## config.mk

```make
export PLATFORM = sky130hd
export DESIGN_NAME = fp_add_sched
export DESIGN_NICKNAME = d
export VERILOG_FILES = /design/src/rtl/fp_sched_pkg.sv /design/src/rtl/rr_arbiter.sv /design/src/rtl/fp_add_sched.sv
export SDC_FILE = /design/constraint.sdc
export NUM_CORES = 1
export LEC_CHECK = 0
export ABC_CLOCK_PERIOD_IN_PS = 2100
export CAP_MARGIN = 25
export CORE_MARGIN = 10
export CORE_UTILIZATION = 24
export DETAILED_ROUTE_END_ITERATION = 8
export HOLD_SLACK_MARGIN = 0.08
export PLACE_DENSITY = 0.87
export SYNTH_ARGS = -nofsm -noshare
export SYNTH_HDL_FRONTEND = slang
export SYNTH_SLANG_ARGS = --single-unit
```

## constraint.sdc

```tcl
create_clock -name clk -period 2.1 [get_ports clk]
set_clock_uncertainty 0.05 [all_clocks]
set_input_delay 0.21 -clock clk [delete_from_list [all_inputs] [get_ports clk]]
set_output_delay 0.21 -clock clk [all_outputs]
set_load 0.03 [all_outputs]
```

## src/rtl/fp_sched_pkg.sv

```systemverilog
// Shared types for the fp adder scheduler: operand type, FSM states and the
// routing tag that travels alongside each operation through the adder.
package fp_sched_pkg;

    localparam int unsigned FP_W = 32;

    typedef logic [FP_W-1:0] fp32_t;

    typedef enum logic [1:0] {RUN, DRAIN, HALTED} sched_state_t;

    typedef struct packed {
        logic       v;
        logic [2:0] idx;
    } sched_tag_t;

endpackage

```

## src/rtl/rr_arbiter.sv

```systemverilog
// Round-robin arbiter: combinational one-hot grant starting the search just
// after the last granted requester, plus the pointer register.
module rr_arbiter #(
    parameter int unsigned NREQ = 2
) (
    input  logic            clk,
    input  logic            rst,
    input  logic [NREQ-1:0] req,
    output logic [NREQ-1:0] gnt,
    output logic [2:0]      gnt_idx
);

    localparam int unsigned IW = $clog2(NREQ);

    logic [2:0]    ptr_q;
    logic          found;
    int unsigned   c;
    logic [IW-1:0] ci;

    always_comb begin
        gnt     = '0;
        gnt_idx = '0;
        found   = 1'b0;
        c       = 0;
        ci      = '0;
        for (int unsigned i = 1; i <= NREQ; i++) begin
            c = 32'(ptr_q) + i;
            if (c >= NREQ) begin
                c = c - NREQ;
            end
            ci = IW'(c);
            if (!found && req[ci]) begin
                found   = 1'b1;
                gnt[ci] = 1'b1;
                gnt_idx = 3'(c);
            end
        end
    end

    // Reset to the last index so requester 0 wins the first arbitration.
    always_ff @(posedge clk or posedge rst) begin
        if (rst) begin
            ptr_q <= 3'(NREQ - 1);
        end else if (|gnt) begin
            ptr_q <= gnt_idx;
        end
    end

endmodule

```

## src/rtl/fp_add_sched.sv

```systemverilog
// Shares one fixed-latency pipelined fp adder between NREQ requesters, routing
// each sum back via a tag pipeline, with a halt/drain FSM to quiesce the adder.
module fp_add_sched
    import fp_sched_pkg::*;
#(
    parameter int unsigned NREQ = 2,
    parameter int unsigned LAT  = 3,
    parameter int unsigned W    = 32
) (
    input  logic                       clk,
    input  logic                       rst,
    input  logic [NREQ-1:0]            req_valid,
    input  logic [NREQ-1:0][W-1:0]     req_a,
    input  logic [NREQ-1:0][W-1:0]     req_b,
    output logic [NREQ-1:0]            req_ready,
    output logic [NREQ-1:0]            resp_valid,
    output logic [W-1:0]               resp_data,
    output logic [W-1:0]               add_a,
    output logic [W-1:0]               add_b,
    input  logic [W-1:0]               add_res,
    input  logic                       halt_req,
    output logic                       halted,
    output logic [$clog2(LAT+1)-1:0]   inflight
);

    localparam int unsigned CW = $clog2(LAT + 1);

    sched_state_t    state_q, state_d;
    sched_tag_t      tag_q [LAT];
    logic [CW-1:0]   cnt_q;
    logic            issue_en;
    logic            issue;
    logic            retire;
    logic [NREQ-1:0] gnt;
    logic [2:0]      gnt_idx;

    // Gating on rst keeps grants and adder operands at zero while reset is held.
    assign issue_en = (state_q == RUN) && !halt_req && !rst;

    rr_arbiter #(
        .NREQ (NREQ)
    ) u_arb (
        .clk     (clk),
        .rst     (rst),
        .req     (req_valid & {NREQ{issue_en}}),
        .gnt     (gnt),
        .gnt_idx (gnt_idx)
    );

    assign req_ready = gnt;
    assign issue     = |gnt;
    assign retire    = tag_q[LAT-1].v;
    assign halted    = (state_q == HALTED);
    assign inflight  = cnt_q;
    assign resp_data = retire ? add_res : '0;

    always_comb begin
        add_a = '0;
        add_b = '0;
        for (int i = 0; i < NREQ; i++) begin
            if (gnt[i]) begin
                add_a = req_a[i];
                add_b = req_b[i];
            end
        end
    end

    always_comb begin
        resp_valid = '0;
        for (int i = 0; i < NREQ; i++) begin
            resp_valid[i] = retire && (tag_q[LAT-1].idx == 3'(i));
        end
    end

    always_ff @(posedge clk or posedge rst) begin
        if (rst) begin
            for (int i = 0; i < LAT; i++) begin
                tag_q[i] <= '0;
            end
        end else begin
            tag_q[0] <= '{v: issue, idx: gnt_idx};
            for (int i = 1; i < LAT; i++) begin
                tag_q[i] <= tag_q[i-1];
            end
        end
    end

    always_ff @(posedge clk or posedge rst) begin
        if (rst) begin
            cnt_q <= '0;
        end else if (issue && !retire) begin
            cnt_q <= cnt_q + 1'b1;
        end else if (retire && !issue) begin
            cnt_q <= cnt_q - 1'b1;
        end
    end

    always_comb begin
        state_d = state_q;
        unique case (state_q)
            RUN: begin
                if (halt_req) state_d = DRAIN;
            end
            DRAIN: begin
                if (!halt_req) begin
                    state_d = RUN;
                end else if (cnt_q == '0 || (cnt_q == CW'(1) && retire)) begin
                    state_d = HALTED;
                end
            end
            HALTED: begin
                if (!halt_req) state_d = RUN;
            end
            default: state_d = RUN;
        endcase
    end

    always_ff @(posedge clk or posedge rst) begin
        if (rst) begin
            state_q <= RUN;
        end else begin
            state_q <= state_d;
        end
    end

endmodule

```

### Word level (Yosys, flattened, before mapping)

Cells that the tools add are included.

* flip-flop bits (word level): 19
* output and inout port bits: 103
* logic and storage cells: 79

* add/subtract/negate cells: 6
* magnitude comparators: 6
* equality and inequality tests: 7
* multiplexer cells: 27
* bitwise logic cells: 2
* reductions and logical operators: 22

Operators by type and width (count)
* 2-to-1 mux 32 bit: 5
* 2-to-1 mux 2 bit: 8
* 2-to-1 mux 3 bit: 4
* logical AND 1 bit: 10
* greater-or-equal comparator 4 x 2 -> 1 bit, second input constant: 2
* 2-to-1 mux 1 bit: 7
* one-hot mux 2 bit (3 select lines): 1
* subtractor 3 x 2 -> 3 bit, second input constant: 2
* zero test 1 bit: 5
* adder 3 x 1 -> 4 bit, second input constant: 1
* adder 3 x 2 -> 4 bit, second input constant: 1
* == test 2 x 1 -> 1 bit, second input constant: 2
* zero test 2 bit: 2
* less-than comparator 1 x 2 -> 1 bit, second input constant: 2
* != test 2 bit, second input constant: 2
* == test 3 x 1 -> 1 bit, second input constant: 1
* zero test 3 bit: 1
* != test 3 bit, second input constant: 1
* AND reduction 3 bit: 1
* adder 2 x 1 -> 2 bit, second input constant: 1
* bitwise AND 2 bit: 1
* demux 1 bit (select 1 bit): 2
* == test 2 bit, second input constant: 1
* greater-or-equal comparator 1 bit, second input constant: 2
* 5 further kinds: 5

### Logic depth before layout (Yosys ltp)

Gate-level depths: netlist of run 1.

* depth in word-level cells: 15
* depth in mapped cells: 6
* gate-level depth less buffers: 6

### Cells and area by module

From an unflattened synthesis of run 1, not the netlist that was laid out.

* cell total of the unflattened synthesis: 194
* area, all modules: 1836.8 um^2

By module, submodules not included
* fp_add_sched: instances 1, cells an instance 155, area each 1467.7 um^2
* rr_arbiter: instances 1, cells an instance 39, area each 369.1 um^2

### Least setup slack after synthesis of run 1

Ideal clock, no wire load.

* kind: flip-flop to output port
* from: register state_q[0]
* to: output port add_a[21]
* arrival: 1.606 ns
* required time: 1.840 ns
* slack: 0.234 ns
* cell stages (with the launch flop): 6
* path buffers: 1
* path through: dfrtp_1 > nor4_4 > nand2_1 > nor2_2 > buf_2 > a22o_1

* word-level cells in the longest chain between the ends: 12
* elaborated cells on any way between the ends: 16
* those cells by class: 9 x mux; 2 x bitwise; 5 x reduce/logical

RTL lines
* start: declaration: RTL line fp_add_sched.sv:28 `sched_state_t state_q, state_d;`
* start signal: assignment: RTL line fp_add_sched.sv:122 `state_q <= state_d;`
* zero test 2 bit *: RTL line fp_add_sched.sv:38 `assign issue_en = (state_q == RUN) && !halt_req && !rst;`
* logical AND 1 bit * (2 in series): RTL line fp_add_sched.sv:38
* bitwise AND 2 bit *: RTL line fp_add_sched.sv:45 `.req (req_valid & {NREQ{issue_en}}),`
* 2-to-1 mux 1 bit (implied by the code) (2 in series): RTL line rr_arbiter.sv:32 `if (!found && req[ci]) begin`
* 2-to-1 mux 1 bit: RTL line rr_arbiter.sv:32
* zero test 1 bit: RTL line rr_arbiter.sv:32
* logical AND 1 bit: RTL line rr_arbiter.sv:32
* 2-to-1 mux 2 bit *: RTL line rr_arbiter.sv:32
* named net req_ready[0]: RTL line fp_add_sched.sv:15 `output logic [NREQ-1:0] req_ready,`
* 2-to-1 mux 32 bit * (2 in series): RTL line fp_add_sched.sv:61 `if (gnt[i]) begin`
* end: declaration: RTL line fp_add_sched.sv:18 `output logic [W-1:0] add_a,`

Mark *: on every way through the listed nets, which the timed path passes. The rest lies on a longest branch. The select of a mux whose other input is x is not followed.

### Worst setup path after layout of run 1

* from: register state_q[1]
* to: output port add_a[11]

* word-level cells in the longest chain between the ends: 12
* elaborated cells on any way between the ends: 16
* those cells by class: 9 x mux; 2 x bitwise; 5 x reduce/logical

RTL lines (RTL line)
* zero test 2 bit *: fp_add_sched.sv:38
* logical AND 1 bit * (2 in series): fp_add_sched.sv:38
* bitwise AND 2 bit *: fp_add_sched.sv:45
* 2-to-1 mux 1 bit (implied by the code) (2 in series): rr_arbiter.sv:32
* 2-to-1 mux 1 bit: rr_arbiter.sv:32
* zero test 1 bit: rr_arbiter.sv:32
* logical AND 1 bit: rr_arbiter.sv:32
* 2-to-1 mux 2 bit *: rr_arbiter.sv:32
* 2-to-1 mux 32 bit: fp_add_sched.sv:61
* 2-to-1 mux 32 bit *: fp_add_sched.sv:61

Mark *: on every way between the ends. The rest lies on a longest branch, timed or not. The select of a mux whose other input is x is not followed.

==> results of run 1 <==
==> registers in the layout, summed over array words and instances, names as in the netlist <==
name,flops
retire,1
tag_q,11
state_q,2
inflight,2
u_arb.ptr_q,3
==> metal layers <==
layer	global-route usage, %	part of all wire (%)	vias to the layer above
met5	0	0	-
met4	3.53	1.4	0
met3	7.01	11	13
met2	36.2	53	172
met1	18.3	35	1275
li1	-	-	1271
==> final timing paths <==
kind	startpoint	slack, ns	to
setup / recovery	state_q[1]$_DFFE_PP0P_	-0.14	add_a[11]
hold / removal	rst	0.08	state_q[1]$_DFFE_PP0P_
setup reg to reg	u_arb.ptr_q[0]$_DFFE_PP1N_	0.19	u_arb.ptr_q[2]$_DFFE_PP0N_
hold reg to reg	tag_q[6]$_DFF_PP0_	0.30	tag_q[2]$_DFF_PP0_
max in group asynchronous	rst	1.47	inflight[0]$_DFFE_PP0P_
min in group clk	halt_req	0.23	state_q[1]$_DFFE_PP0P_
==> timing repair <==
action                                  4_1_cts  5_1_grt
pin swaps                                     1        9
gates cloned                                  1        7
setup buffers                                 3        3
resized for setup                            10       35
endpoints found under the setup margin       63       65
hold endpoints to repair                      0        0
==> critical path, stage by stage, from the launching register on <==
cell and delay (ns):
dfrtp_1 0.41, nor4_4 0.37, nand2_2 0.14, nor2_4 0.16
buf_12 0.12, buf_12 0.16, a22o_1 0.19, buf_4 0.17
==> per-stage QoR <==
step	worst slack (ns)	power, mW
5_1_grt	-0.235	2.81
4_1_cts	-0.123	2.55
3_5_place_dp	-0.0895	2.25
3_3_place_gp	0.00876	2.20
2_1_floorplan	0.234	1.47
6_report	-0.142	2.63
==> cells by family (layout without fill, tap and decap cells) <==
family                   Yosys count  in the layout  share of synthesized area (%)
AO/OA/AOI/OAI                     78             78                           35.8
XOR/XNOR                           6              6                           2.87
adder cells (fa/ha/maj)            9              9                           6.14
buffers and inverters             26            302                           10.4
flip-flops                        19             19                           26.0
AND/OR/NAND/NOR                   53             53                           18.8
==> final cells by class <==
class | count | area, um^2 | share of cell area, %
Tap cell | 99 | 124 | 2.46
Inverter | 9 | 33.8 | 0.672
Sequential cell | 19 | 477 | 9.48
Timing Repair Buffer | 289 | 3100 | 61.6
Multi-Input combinational cell | 146 | 1250 | 24.8
Clock buffer | 4 | 45.0 | 0.896
==> cells in the final DEF (no fill, tap or decap), types with 4 or more instances in the layout <==
cell type and instances:
a22o_1 56, a22o_4 8, and2_1 33, buf_12 16, buf_4 35, buf_6 32, clkbuf_16 4, clkdlybuf4s50_1 197
dfrtp_1 18, ha_1 9, inv_1 9, nor2b_1 4, xnor2_1 4
==> power by group through the flow <==
stage / clock [mW] / combinational (mW) / sequential [mW]
floorplan: 0 / 0.883 / 0.585
global placement: 0 / 1.64 / 0.560
detailed placement: 0 / 1.68 / 0.570
CTS: 0.256 / 1.73 / 0.563
global route: 0.270 / 1.95 / 0.584
finish: 0.251 / 1.82 / 0.564
==> out/summary.txt, run 1 <==
outcome - complete, but fails checks
failing checks - negative setup slack
most common cell in the netlist - a22o_1
cell taking the most area after synthesis - a22o_1
FF+latch count, synth - 19
VDD IR max - 0.000281 V
final setup TNS - -6.46 ns
max-slew violation count - 0
Layout area overhead - 174%
Iter 0 DRT Violations - 87
top post-synthesis cells by count - 64 x a22o_1, 33 x and2_1, 18 x dfrtp_1, 12 x buf_6
clock net sink count - 19
RSZ-0062 raised after global routing - true
die width - 107 um
Fin. Hold Viols - 0
async set-or-reset flop fraction in the synthesized netlist - 100%
routed len/inst - 22.7 um
Logic pwr share - 69.0%
clock network fraction of total power - 9.5%
depth of the worst register-to-register path - 6
Final ANT Viol Nets - 0
die height - 107 um
hold slack - 0.0845 ns
first-pass detailed-route iteration total - 4
Internal Power - 1.55 mW
Cell Pwr Density - 524 nW/um^2
cell area after layout - 5030 um^2
NumNets Final - 642
fin crit share - 107%
io pins - 268
global placement routability congestion - 0.851
Final WS setup - -0.142 ns
Final min period - 2.24 ns
Startpoint Class - flip-flop
distinct cell type count after synthesis - 31
via count - 2731
Sw Ratio - 41.0%
CTS H-tree lvls - 1
dpl hpwl - 10.3 mm
Worst Max-Slew Pin Slew - 0.692 ns
routed vias/inst - 4.83
post-synthesis instance area - 1830 um^2
pin count of the biggest net entering global routing - 46
Yosys top cell area share - 30.6%
Starting Density - 25.0%
latest clock arrival within the worst-skew pair - 0.26 ns
Placed Cells - 548
syn_nets - 365
first-pass GRT wire length - 16.8 mm
critical path class - reg -> out
Post-synth EDFFs - 0
DRT Wirelength - 12.9 mm
Slew Limit Headroom - 53.8%
top_reg_cell synth - dfrtp_1
gr ovfl total - 0
CTS tree - done
type of the tightest min-delay check - in -> async
Port Buffer Count - 267
Crit path arrival time - 1.98 ns
Post-Syn Instances - 191
vias in the first global route - 2827
CTS Hold Buffers Added - 0
Worst-path clk slew - 0.07 ns
CP Capture Type - output pin
Root Buffer - clkbuf_8
Seq/Total Area, Yosys - 26.0%
# Max-Cap Violations - 0
gr usage total - 18.6%
# diodes - 0
Yosys warnings - 0
top cells by area, synth - a22o_1 31%, dfrtp_1 25%, and2_1 11%
part of the power in registers - 21.4%
FMAX - 446 MHz
Post-Place Cell Area - 4550 um^2
switching power total - 1.08 mW
synthesized area per cell - 9.60 um^2
core region area - 7330 um^2
die area - 11500 um^2
layout cells sized above 1 - 23.1%
initial antenna violation count - 0
total CTS buffers - 3
final setup fails - 64
non-filler cells, final - 566
Max FO, Critical Path - 20
# fillers - 517
Max clock buf depth - 2
final core occ - 68.6%
DRC - 0
Pleak - 2.21 nW
worst path required time - 1.84 ns
num rows - 31
No activity file was read; power rests on OpenSTA's default activity.
==> inputs of run 2 (changes only) <==
--- a/config.mk
+++ b/config.mk
@@ -11,7 +11,7 @@
 export CORE_UTILIZATION = 24
 export DETAILED_ROUTE_END_ITERATION = 8
 export HOLD_SLACK_MARGIN = 0.08
-export PLACE_DENSITY = 0.87
+export PLACE_DENSITY = 0.89
 export SYNTH_ARGS = -nofsm -noshare
 export SYNTH_HDL_FRONTEND = slang
 export SYNTH_SLANG_ARGS = --single-unit
==> constraint.sdc (replaced) <==
create_clock -name clk -period 2.1 [get_ports clk]
set_clock_uncertainty 0.05 [all_clocks]
set_input_delay 0.21 -clock clk [delete_from_list [all_inputs] [get_ports clk]]
set_output_delay 0.21 -clock clk [all_outputs]
set_load 0.05 [all_outputs]
==> out/summary.txt, run 2 (same netlist as run 1, synthesis figures left out) <==
first-pass GRT wire length - 21.2 mm
CP Capture Type - output pin
DRC - 0
Fin. Hold Viols - 0
CTS tree - done
# Max-Cap Violations - 0
Final ANT Viol Nets - 0
commonest non-fill, non-tap cell in the layout - clkdlybuf4s50_1
Worst Max-Slew Pin Slew - 0.687 ns
total CTS buffers - 3
dpl hpwl - 11.2 mm
RSZ-0062 raised after global routing - true
Pleak - 2.82 nW
Worst R2R End - u_arb.ptr_q[2]$_DFFE_PP0N_
io pins - 268
Max clock buf depth - 2
FMAX - 433 MHz
# fillers - 367
routed vias/inst - 5.04
failing checks - negative setup slack
Layout area overhead - 238%
Final min period - 2.31 ns
global placement routability congestion - 0.937
outcome - complete, but fails checks
type of the tightest min-delay check - in -> async
biggest regs - tag_q x11, u_arb.ptr_q x3
Worst-path clk slew - 0.07 ns
Cell Pwr Density - 543 nW/um^2
die width - 107 um
Starting Density - 25.0%
first-pass detailed-route iteration total - 5
Port Buffer Count - 267
DRT Wirelength - 16.6 mm
VDD IR max - 0.000477 V
Max FO, Critical Path - 8
Final WS setup - -0.209 ns
fin crit share - 110%
gr ovfl total - 0
depth of the worst register-to-register path - 6
num rows - 31
NumNets Final - 651
layout cells sized above 1 - 41.8%
Iter 0 DRT Violations - 121
final setup TNS - -10.23 ns
Slew Limit Headroom - 54.2%
final setup fails - 66
CTS H-tree lvls - 1
Sequential cell area - 477 um^2
latest clock arrival within the worst-skew pair - 0.25 ns
Multi-input gate area - 1690 um^2
routed len/inst - 28.8 um
FF-to-FF Start - u_arb.ptr_q[0]$_DFFE_PP1N_
die height - 107 um
pin count of the biggest net entering global routing - 20
Crit path arrival time - 2.05 ns
critical path class - reg -> out
most frequent cells in the layout - 165 x clkdlybuf4s50_1, 71 x buf_12, 56 x a22o_4, 41 x buf_4, 33 x and2_1
CTS Hold Buffers Added - 0
core region area - 7330 um^2
gr usage total - 24.3%
max reg flops - 11
Power Total - 3.37 mW
max-slew violation count - 0
clock net sink count - 19
register bank with the most flops - tag_q
via count - 2908
Root Buffer - clkbuf_8
hold slack - 0.200 ns
r2r setup slk - 0.15 ns
worst path required time - 1.84 ns
Startpoint Class - flip-flop
initial antenna violation count - 1
die area - 11500 um^2
vias in the first global route - 3101
final core occ - 84.6%
## run 2: worst max-delay path by stage
stage,startpoint,end,slack [ns],depth (start not counted)
2_1_floorplan,state_q[0]$_DFFE_PP0P_,add_a[21],0.02,5
3_3_place_gp,halt_req,add_b[21],-0.16,7
3_5_place_dp,halt_req,add_a[5],-0.19,7
4_1_cts,state_q[1]$_DFFE_PP0P_,add_b[24],-0.18,8
5_1_grt,state_q[0]$_DFFE_PP0P_,add_a[12],-0.30,8
6_report,state_q[0]$_DFFE_PP0P_,add_b[12],-0.21,8
## run 2: worst max-delay path, cell delays in order, from the launching register on
cell and delay, ns:
dfrtp_1 0.41, nor4_4 0.32, buf_4 0.18, nand2_4 0.06, nor2_4 0.16, buf_8 0.18
buf_16 0.15, a22o_1 0.18, buf_12 0.15
## run 2: stage by stage
step / cell area (um^2) / std cells / setup slack [ns]
after global routing: 6200 / 576 / -0.297
after CTS: 5860 / 570 / -0.179
final: 6200 / 577 / -0.209
after floorplan: 1850 / 191 / 0.0231
after detailed placement: 5170 / 546 / -0.188
after global placement: 5170 / 546 / -0.161
## run 2: power by group
| part | switching [mW] | total (mW) | internal [mW] |
|---|---|---|---|
| combinational | 1.27 | 2.54 | 1.28 |
| sequential | 0.112 | 0.574 | 0.462 |
| clock | 0.116 | 0.250 | 0.135 |
| total | 1.49 | 3.37 | 1.87 |
## run 2: timing repair
item	CTS	global route
pin swaps	15	34
buffers inserted	11	1
resized for setup	50	28
gates cloned	9	4
endpoints found under the hold margin	0	0
endpoints found under the setup margin	66	67
## run 2: layout make-up
class | count | area share (%)
multi-input combinational | 146 | 27.3
tap | 99 | 2.00
clock buffer | 4 | 0.726
sequential | 19 | 7.69
antenna | 2 | 0.0807
timing repair buffer | 298 | 61.7
inverter | 9 | 0.545
## run 2: metal layers
metal	global-route usage (%)	part of all wire (%)	vias to the layer above
li1	-	-	1296
met1	24.9	34	1422
met2	45.5	55	170
met3	8.38	8.8	20
met4	7.06	2.3	0
met5	0	0	-
